**src/rtl/processor_status_reg_pkg.sv**
```systemverilog
// Shared CPU definitions for the 6502 status register: flag bit positions,
// the reset value of P and the P vector type.
package processor_status_reg_pkg;

  localparam int unsigned P_W = 8;

  typedef logic [P_W-1:0] p_t;

  localparam int unsigned FLAG_C = 0;
  localparam int unsigned FLAG_Z = 1;
  localparam int unsigned FLAG_I = 2;
  localparam int unsigned FLAG_D = 3;
  localparam int unsigned FLAG_B = 4;
  localparam int unsigned FLAG_U = 5;
  localparam int unsigned FLAG_V = 6;
  localparam int unsigned FLAG_N = 7;

  localparam p_t RESET_P_DEFAULT = 8'h34;

  // B is not stored in P and U always reads as one.
  function automatic p_t p_canon(input p_t p);
    p_t r;
    r         = p;
    r[FLAG_U] = 1'b1;
    r[FLAG_B] = 1'b0;
    return r;
  endfunction

endpackage

```
**src/rtl/processor_status_reg_so_edge_detect.sv**
```systemverilog
// SO pin synchronizer plus one-cycle falling-edge pulse, both advancing only on CE.
// Used by processor_status_reg when SO_PIN_EN is defined.
module processor_status_reg_so_edge_detect #(
  parameter int unsigned STAGES = 2
) (
  input  logic clk,
  input  logic rst,
  input  logic ce,
  input  logic so_n,
  output logic fall_c
);

  logic [STAGES-1:0] sync_q;
  logic              prev_q;

  // Synchronizer chain and previous-sample register, idle high.
  always_ff @(posedge clk or posedge rst) begin
    if (rst) begin
      sync_q <= '1;
      prev_q <= 1'b1;
    end else if (ce) begin
      sync_q[0] <= so_n;
      for (int unsigned k = 1; k < STAGES; k++) begin
        sync_q[k] <= sync_q[k-1];
      end
      prev_q <= sync_q[STAGES-1];
    end
  end

  assign fall_c = prev_q & ~sync_q[STAGES-1];

endmodule

```
**src/rtl/processor_status_reg.sv**
```systemverilog
// 6502 processor status register P (N V - B D I Z C) with per-flag load strobes,
// boundary-delayed interrupt mask and DB push path. Optional SO pin: SO_PIN_EN.
module processor_status_reg
  import processor_status_reg_pkg::*;
#(
  parameter p_t          RESET_P        = RESET_P_DEFAULT,
  parameter int unsigned SO_SYNC_STAGES = 2
) (
  input  logic       CLK,
  input  logic       RST,
  input  logic       CE,
  input  logic [7:0] DB_IN,
  input  logic       AVR_IN,
  input  logic       ACR_IN,
  input  logic       HC_IN,
  input  logic       IR5,
  input  logic       DB_TO_P,
  input  logic       ACR_TO_C,
  input  logic       IR5_TO_C,
  input  logic       DB0_TO_C,
  input  logic       AVR_TO_V,
  input  logic       DB6_TO_V,
  input  logic       ZERO_V,
  input  logic       DBZ_TO_Z,
  input  logic       DB7_TO_N,
  input  logic       IR5_TO_I,
  input  logic       ONE_TO_I,
  input  logic       IR5_TO_D,
  input  logic       SYNC,
  input  logic       BRK_PUSH,
  input  logic       P_TO_DB,
`ifdef SO_PIN_EN
  input  logic       SO_N,
`endif
  output logic [7:0] DB_OUT,
  output logic       DB_OE,
  output logic [7:0] P_OUT,
  output logic       I_MASK,
  output logic       D_FLAG,
  output logic       HC_LAST
);

  p_t   p_q;
  p_t   p_d;
  logic i_mask_q;
  logic hc_last_q;
  logic so_fall;

`ifdef SO_PIN_EN
  processor_status_reg_so_edge_detect #(
    .STAGES (SO_SYNC_STAGES)
  ) u_so_edge (
    .clk    (CLK),
    .rst    (RST),
    .ce     (CE),
    .so_n   (SO_N),
    .fall_c (so_fall)
  );
`else
  assign so_fall = 1'b0;
`endif

  // Next P: lowest-priority source applied first, higher ones override.
  always_comb begin
    p_d = p_q;
    if (DB_TO_P) begin
      p_d[FLAG_N] = DB_IN[7];
      p_d[FLAG_V] = DB_IN[6];
      p_d[FLAG_D] = DB_IN[3];
      p_d[FLAG_I] = DB_IN[2];
      p_d[FLAG_Z] = DB_IN[1];
      p_d[FLAG_C] = DB_IN[0];
    end
    if (IR5_TO_C) p_d[FLAG_C] = IR5;
    if (DB0_TO_C) p_d[FLAG_C] = DB_IN[0];
    if (ACR_TO_C) p_d[FLAG_C] = ACR_IN;
    if (DB6_TO_V) p_d[FLAG_V] = DB_IN[6];
    if (AVR_TO_V) p_d[FLAG_V] = AVR_IN;
    if (ZERO_V)   p_d[FLAG_V] = 1'b0;
    if (so_fall)  p_d[FLAG_V] = 1'b1;
    if (DBZ_TO_Z) p_d[FLAG_Z] = (DB_IN == 8'h00);
    if (DB7_TO_N) p_d[FLAG_N] = DB_IN[7];
    if (IR5_TO_I) p_d[FLAG_I] = IR5;
    if (ONE_TO_I) p_d[FLAG_I] = 1'b1;
    if (IR5_TO_D) p_d[FLAG_D] = IR5;
    p_d = p_canon(p_d);
  end

  // State registers; I_MASK follows I only at boundaries, except on interrupt entry.
  always_ff @(posedge CLK or posedge RST) begin
    if (RST) begin
      p_q       <= p_canon(RESET_P);
      i_mask_q  <= RESET_P[FLAG_I];
      hc_last_q <= 1'b0;
    end else if (CE) begin
      p_q <= p_d;
      if (SYNC || ONE_TO_I) i_mask_q  <= p_d[FLAG_I];
      if (ACR_TO_C)         hc_last_q <= HC_IN;
    end
  end

  assign P_OUT   = p_q;
  assign I_MASK  = i_mask_q;
  assign D_FLAG  = p_q[FLAG_D];
  assign HC_LAST = hc_last_q;
  assign DB_OE   = P_TO_DB;
  assign DB_OUT  = P_TO_DB ? {p_q[7:5], BRK_PUSH, p_q[3:0]} : 8'h00;

endmodule

```
**config.mk**
```make
export PLATFORM = sky130hd
export DESIGN_NAME = processor_status_reg
export DESIGN_NICKNAME = d
export VERILOG_FILES = /design/src/rtl/processor_status_reg_pkg.sv /design/src/rtl/processor_status_reg_so_edge_detect.sv /design/src/rtl/processor_status_reg.sv
export SDC_FILE = /design/constraint.sdc
export NUM_CORES = 1
export LEC_CHECK = 0
export ABC_CLOCK_PERIOD_IN_PS = 1700
export BUFFER_PORTS_ARGS = -buffer_cell sky130_fd_sc_hd__buf_2
export CORE_UTILIZATION = 30
export CTS_CLUSTER_SIZE = 30
export DETAILED_ROUTE_END_ITERATION = 6
export GPL_TIMING_DRIVEN = 0
export PLACE_DENSITY = 0.66
export SLEW_MARGIN = 10
export SYNTH_ARGS = -nofsm -noshare
export SYNTH_HDL_FRONTEND = slang
export SYNTH_SLANG_ARGS = --single-unit
```
**constraint.sdc**
```tcl
create_clock -name CLK -period 1.7 [get_ports CLK]
set_clock_uncertainty 0.15 [all_clocks]
set_input_delay 0.51 -clock CLK [delete_from_list [all_inputs] [get_ports CLK]]
set_output_delay 0.51 -clock CLK [all_outputs]
set_load 0.03 [all_outputs]
```
==> metrics.md, run 1 <==
| Metric | Value |
|---|---|
| Status | `complete, but fails checks` |
| Total CTS buffers | `3` |
| Synthesized area per cell | `approximately 9 um2` |
| Nets@finish | `145` |
| Clock sink count | `8` |
| Cell taking the most area after synthesis | `dfrtp_1` |
| Final period utilization | `1.018` |
| Max IR drop VDD | `0.3144 mV` |
| Fin util | `0.4918` |
| Drt total wl | `1469 um` |
| Static Leak | `0.0004683 uW` |
| Initial antenna violation count | `0` |
| Dominant cells by area after synthesis | `dfrtp_1 (27%), dfstp_2 (9.4%), and2_1 (7.8%), buf_4 (6.7%), mux2_2 (4.0%)` |
| CTS tree | `yes` |
| Max stage delay cell, worst path | `dfstp_2` |
| FMAX | `0.5779 GHz` |
| Synth cell types | `26` |
| Mapped Cells | `64` |
| Critical path endpoint category | `primary output` |
| CP Launch Type | `register` |
| Chip height | `45.28 um` |
| Finished Cell Area | `858.3 um2` |
| Tmin final | `approximately 1700 ps` |
| Sequential fraction of the synthesis area | `0.3608` |
| Fin. max-slew vios | `0` |
| Total iterations of the first detailed-routing run | `4` |
| Num ports | `50` |
| Unrepaired setup endpoints after global routing | `true` |
| Final ANT Viol Nets | `0` |
| # DRC | `0` |
| Final hold viol count | `0` |
| Clk_lat worst skew | `250 ps` |
| Max clock buf depth | `2` |
| Initial DRC count | `6` |
| Path category of the worst min-delay check | `in -> async` |
| Synth Register Bits | `8` |
| Final setup vio count | `1` |
| Worst setup path category | `reg -> out` |
| Clock Pin Slew Worst Setup and Hold Paths | `60 ps` |
| Routability cong. | `0.6998` |
| Worst EP required | `~1000 ps` |
| First-pass GRT wire length | `approximately 2400 um` |
| Placed Area | `around 820 um2` |
| Die area | `2050 um2` |
| Via Count | `about 650` |
| P&R area growth vs syn | `52.78%` |
| PwrDens | `approximately 760 nW/um2` |
| Final worst setup slack | `-30.51 ps` |
| N_diodes | `0` |
| Share of cells above drive strength 1 | `0.5526` |
| Avg WL per Cell | `10.57 um` |
| Setup_tns | `-30.51 ps` |
| Drt via density | `4.698` |
| Total grt overflow | `0` |
| Post-DP HPWL | `between 1000 and 1500 um` |
| Core area | `between 1500 and 2000 um2` |
| Largest net degree at the start of global routing | `11` |
| Netlist Area Pre-Place | `561.8 um2` |
| Failing checks | `negative setup slack` |
| Crit path cell chain | `and2_4 > buf_6` |
| # Max-Cap Violations | `0` |
| Die width | `~45 um` |
| Worst path arrival time | `1070 ps` |
| Vias in the first global route | `about 620` |
| Crit-path max FO | `4` |
| Number of fill cells | `180` |
| Root Driver | `clkbuf_4` |
| Gr usage total | `0.1642` |
| CP peak stage delay | `560 ps` |
| H-tree levels | `1` |
| Synthesis Warnings | `0` |
| Initial core utilization | `0.3219` |
| Core Rows | `15` |
| Post-Syn Nets | `94` |
| Post-synth top area share | `0.2673` |
| Buffers added on ports | `46` |
-- per-stage QoR --
step	std cells	hold slack [ps]	power, uW	setup WS (ps)
after floorplan	64	174.2	396.7	98.19
after global placement	135	297.2	484.1	49.97
after detailed placement	135	296.8	489.7	23.77
after CTS	139	44.64	661.3	-33.56
after global routing	139	59.21	693.3	-57.99
final	139	42.93	651.5	-30.51
-- sequential cells by signal (all words and copies together) (netlist names) --
name / cells
HC_LAST: 1
P_OUT: 6
I_MASK: 1
-- metal layers --
| metal | vias to the layer above | wire (um) | share of wire | track usage |
|---|---|---|---|---|
| met5 | - | 0 | 0 | 0 |
| met4 | 0 | 6 | 0.0041 | 0.07273 |
| met3 | 2 | 115 | 0.078 | 0.02800 |
| met2 | 33 | 717 | 0.49 | 0.3130 |
| met1 | 302 | 629 | 0.43 | 0.1728 |
| li1 | 316 | - | - | - |
-- synth_stat cells, drive strengths merged --
library cell  n
and2          7
buf           7
o21ai         7
dfrtp         6
inv           5
nand2         5
nor2          3
a21oi         2
a22o          2
a31oi         2
conb          2
dfstp         2
mux2          2
mux2i         2
nor2b         2
o41ai         2
a211oi        1
a32oi         1
nand3b        1
nor3b         1
nor4          1
o31ai         1
-- worst max-delay path, delay by kind of cell (launching register included) --
kind,cells,cell delay [ps]
flip-flops,1,560
AND/OR/NAND/NOR,1,140
buffers and inverters,1,120
-- cells in the final DEF, fill, tap and decap left out --
master	n
buf_2	46
o21ai_0	4
and2_1	6
clkbuf_1	1
clkbuf_4	3
a31oi_1	2
nor3b_1	1
o31ai_1	1
dfstp_2	2
dfrtp_1	6
conb_1	2
nor2_1	3
a211oi_2	1
o41ai_2	1
inv_1	5
o41ai_1	1
mux2_2	2
nor4_1	1
a22o_1	2
buf_6	2
nand2_1	5
a32oi_1	1
a21oi_1	2
and2_4	1
buf_4	5
nand3b_1	1
o21ai_1	3
mux2i_1	2
nor2b_1	2
-- power breakdown --
group          internal [uW]  switching (uW)  leakage [uW]
Sequential               216            15.7     0.0000940
Combinational            101             157      0.000359
Clock                   90.2            71.1     0.0000150
-- logic make-up after synthesis --
logic type	after synthesis	synth area share
and+or+nand+nor	20	0.1915
other	2	0.01337
muxes	4	0.07572
AOI/OAI and AO/OA	18	0.2294
buffers and inverters	12	0.1292
DFF	8	0.3608
-- final cells by class --
| cell class | count | area, um2 | share of cell area |
|---|---|---|---|
| timing repair buffer | 46 | 236.5 | 0.2755 |
| multi-input combinational | 44 | 289.0 | 0.3367 |
| inverter | 5 | 18.77 | 0.02187 |
| sequential | 8 | 202.7 | 0.2362 |
| tap | 25 | 31.28 | 0.03644 |
| clock buffer | 4 | 26.28 | 0.03061 |
| buffer | 7 | 53.80 | 0.06268 |
-- worst paths after layout --
| check | to | from | slack (ps) | cells past startpoint |
|---|---|---|---|---|
| min in group CLK | I_MASK$_DFFE_PP1P_ | SYNC | 290 | 2 |
| worst max register to register | I_MASK$_DFFE_PP1P_ | P_OUT[2]$_DFFE_PP1P_ | 470 | 4 |
| worst min-delay path | HC_LAST$_DFFE_PP0P_ | RST | 40 | 2 |
| worst min register to register | I_MASK$_DFFE_PP1P_ | I_MASK$_DFFE_PP1P_ | 310 | 2 |
| max in group asynchronous | I_MASK$_DFFE_PP1P_ | RST | 1060 | 2 |
| worst max-delay path | DB_OUT[2] | P_OUT[2]$_DFFE_PP1P_ | -30 | 2 |
-- timing repair --
item	4_1_cts	5_1_grt
endpoints found under the hold margin	0	0
gates cloned	0	0
buffers inserted	0	0
hold buffers	0	0
resized for setup	3	0
setup endpoints to repair	1	2
Note: power is estimated with default switching activity, not from simulation.
==> inputs of run 2 (changes only) <==
--- a/config.mk
+++ b/config.mk
@@ -7,11 +7,11 @@
 export LEC_CHECK = 0
 export ABC_CLOCK_PERIOD_IN_PS = 1700
 export BUFFER_PORTS_ARGS = -buffer_cell sky130_fd_sc_hd__buf_2
-export CORE_UTILIZATION = 30
+export CORE_UTILIZATION = 39
 export CTS_CLUSTER_SIZE = 30
 export DETAILED_ROUTE_END_ITERATION = 6
 export GPL_TIMING_DRIVEN = 0
-export PLACE_DENSITY = 0.66
+export PLACE_DENSITY = 0.83
 export SLEW_MARGIN = 10
 export SYNTH_ARGS = -nofsm -noshare
 export SYNTH_HDL_FRONTEND = slang
==> metrics.md, run 2 (synthesized netlist as in run 1, its figures left out) <==
| Metric | Value |
|---|---|
| Status | `complete, but fails checks` |
| Failing checks | `negative setup slack` |
| Unrepaired setup endpoints after global routing | `true` |
| Final ANT Viol Nets | `0 (unchanged)` |
| Fin util | `0.6458 (+0.1540)` |
| Drt total wl | `1382 um (-5.9%)` |
| Initial DRC count | `12 (+6)` |
| Total power | `643.1 uW (-1.3%)` |
| Most frequent cells in the layout | `buf_2 (44), dfrtp_1 (6), and2_1 (6)` |
| Vias in the first global route | `538 (-13%)` |
| Max clock buf depth | `2 (unchanged)` |
| Initial core utilization | `0.4264 (+0.1045)` |
| Core Rows | `13 (-2)` |
| Critical path endpoint category | `primary output` |
| Crit path cell chain | `and2_4 > buf_6` |
| Drt via density | `4.845 (+3.1%)` |
| Crit-path max FO | `4 (unchanged)` |
| Metal-1 WL | `569 um (-9.5%)` |
| Die width | `39.96 um (-12%)` |
| Static Leak | `0.0004690 uW (+0.14%)` |
| Commonest non-fill, non-tap cell in the layout | `buf_2` |
| Post-DP HPWL | `1179 um (-3.2%)` |
| PwrDens | `755.8 nW/um2 (-0.43%)` |
| Clock sink count | `8 (unchanged)` |
| Total CTS buffers | `3 (unchanged)` |
| Worst reg2reg path depth | `4 (unchanged)` |
| First-pass GRT wire length | `2152 um (-9.3%)` |
| Core area | `1318 um2 (-25%)` |
| Reg-to-reg setup timing slack | `480 ps (about the same)` |
| CP Launch Type | `register` |
| Die area | `1596 um2 (-22%)` |
| Clock Pin Slew Worst Setup and Hold Paths | `50 ps (about the same)` |
| Initial antenna violation count | `0 (unchanged)` |
| Avg WL per Cell | `10.71 um (+1.4%)` |
| Chip height | `39.96 um (-12%)` |
| P&R area growth vs syn | `51.45%` |
| Clk_lat worst skew | `250 ps (about the same)` |
| Largest net degree at the start of global routing | `11 (unchanged)` |
| Path category of the worst min-delay check | `in -> async` |
| Number of flip-flops in the largest register | `6 (unchanged)` |
| Share of cells above drive strength 1 | `0.5526 (unchanged)` |
| CP peak stage delay | `550 ps (about the same)` |
| Max stage delay cell, worst path | `dfstp_2` |
| N_diodes | `0 (unchanged)` |
| Setup_tns | `-22.03 ps (+8.471 ps)` |
| Nets@finish | `145 (unchanged)` |
| Final worst setup slack | `-22.03 ps (+8.471 ps)` |
| Met2 WL post-DR | `672 um (-6.3%)` |
| Num ports | `50 (unchanged)` |
| Finished Cell Area | `850.8 um2 (-0.87%)` |
| Max IR drop VDD | `0.4689 mV (+49%)` |
| Buffers added on ports | `46 (unchanged)` |
| FF-to-FF Start | `P_OUT[2]$_DFFE_PP1P_` |
| Routed met3 length | `115 um (unchanged)` |
| Final setup vio count | `1 (unchanged)` |
| Max layer used | `met4` |
| CTS tree | `yes` |
| # DRC | `0 (unchanged)` |
| FMAX | `0.5807 GHz (+0.49%)` |
| Final period utilization | `1.013 (-0.004983)` |
| # Max-Cap Violations | `0 (unchanged)` |
| Worst path arrival time | `1060 ps (about the same)` |
| Post-CTS setup buffer count | `0 (unchanged)` |
| Worst EP required | `1040 ps (about the same)` |
| H-tree levels | `1 (unchanged)` |
| Total grt overflow | `0 (unchanged)` |
| Tmin final | `1722 ps (-8.471 ps)` |
| Worst setup path category | `reg -> out` |
| Final hold viol count | `0 (unchanged)` |
| Routability cong. | `0.7957 (+14%)` |
| Placed Area | `810.8 um2 (-1.5%)` |
| Root Driver | `clkbuf_4` |
| Gr usage total | `0.2051 (+0.04096)` |
| Via Count | `625 (-4.3%)` |
| Total iterations of the first detailed-routing run | `4 (unchanged)` |
| RR Endpoint | `I_MASK$_DFFE_PP1P_` |
| Fin. max-slew vios | `0 (unchanged)` |
## run 2: final cells by class
class                   count  area [um2]
fillers                   129       466.7
well taps                  15       18.77
repair buffers             46       241.5
clock buffers               4       26.28
plain buffers               7       53.80
flip-flops and latches      8       202.7
multi-input cells          44       289.0
inverters                   5       18.77
## run 2: per-stage QoR
stage,instances,setup WS (ps),hold slack [ps]
after floorplan,64,98.19,174.2
after global placement,125,54.77,298.7
after detailed placement,125,35.79,306.4
after CTS,129,-26.24,48.29
after global routing,129,-59.90,62.37
final,129,-22.03,46.35
## run 2: worst max-delay path by stage
stage | start | slack, ps | to | depth (start not counted)
6_report | P_OUT[2]$_DFFE_PP1P_ | -20 | DB_OUT[2] | 2
5_1_grt | P_OUT[2]$_DFFE_PP1P_ | -60 | DB_OUT[2] | 2
4_1_cts | P_OUT[2]$_DFFE_PP1P_ | -30 | DB_OUT[2] | 2
3_5_place_dp | P_TO_DB | 40 | DB_OUT[7] | 3
3_3_place_gp | P_TO_DB | 50 | DB_OUT[0] | 3
2_1_floorplan | P_OUT[2]$_DFFE_PP1P_ | 100 | DB_OUT[2] | 1
## run 2: timing repair
| action | CTS | global route |
|---|---|---|
| pin swaps | 0 | 1 |
| setup endpoints to repair | 1 | 4 |
| resized for setup | 3 | 2 |
| hold buffers | 0 | 0 |
## run 2: where the power goes
group          switching, uW  leakage, uW  internal (uW)
clock                   62.9    0.0000150           89.7
combinational            156     0.000360            102
sequential              15.7    0.0000940            216
## run 2: routing by layer
layer | global-route usage | up-vias
met2 | 0.3347 | 37
met3 | 0.03333 | 4
met5 | 0 | -
met1 | 0.2483 | 268
met4 | 0.1293 | 0
li1 | - | 316
## run 2: worst max-delay path: cells and delay by family (launching register included)
family	cells	cell delay, ps
simple gates	1	140
buf+inv	1	120
flops	1	550
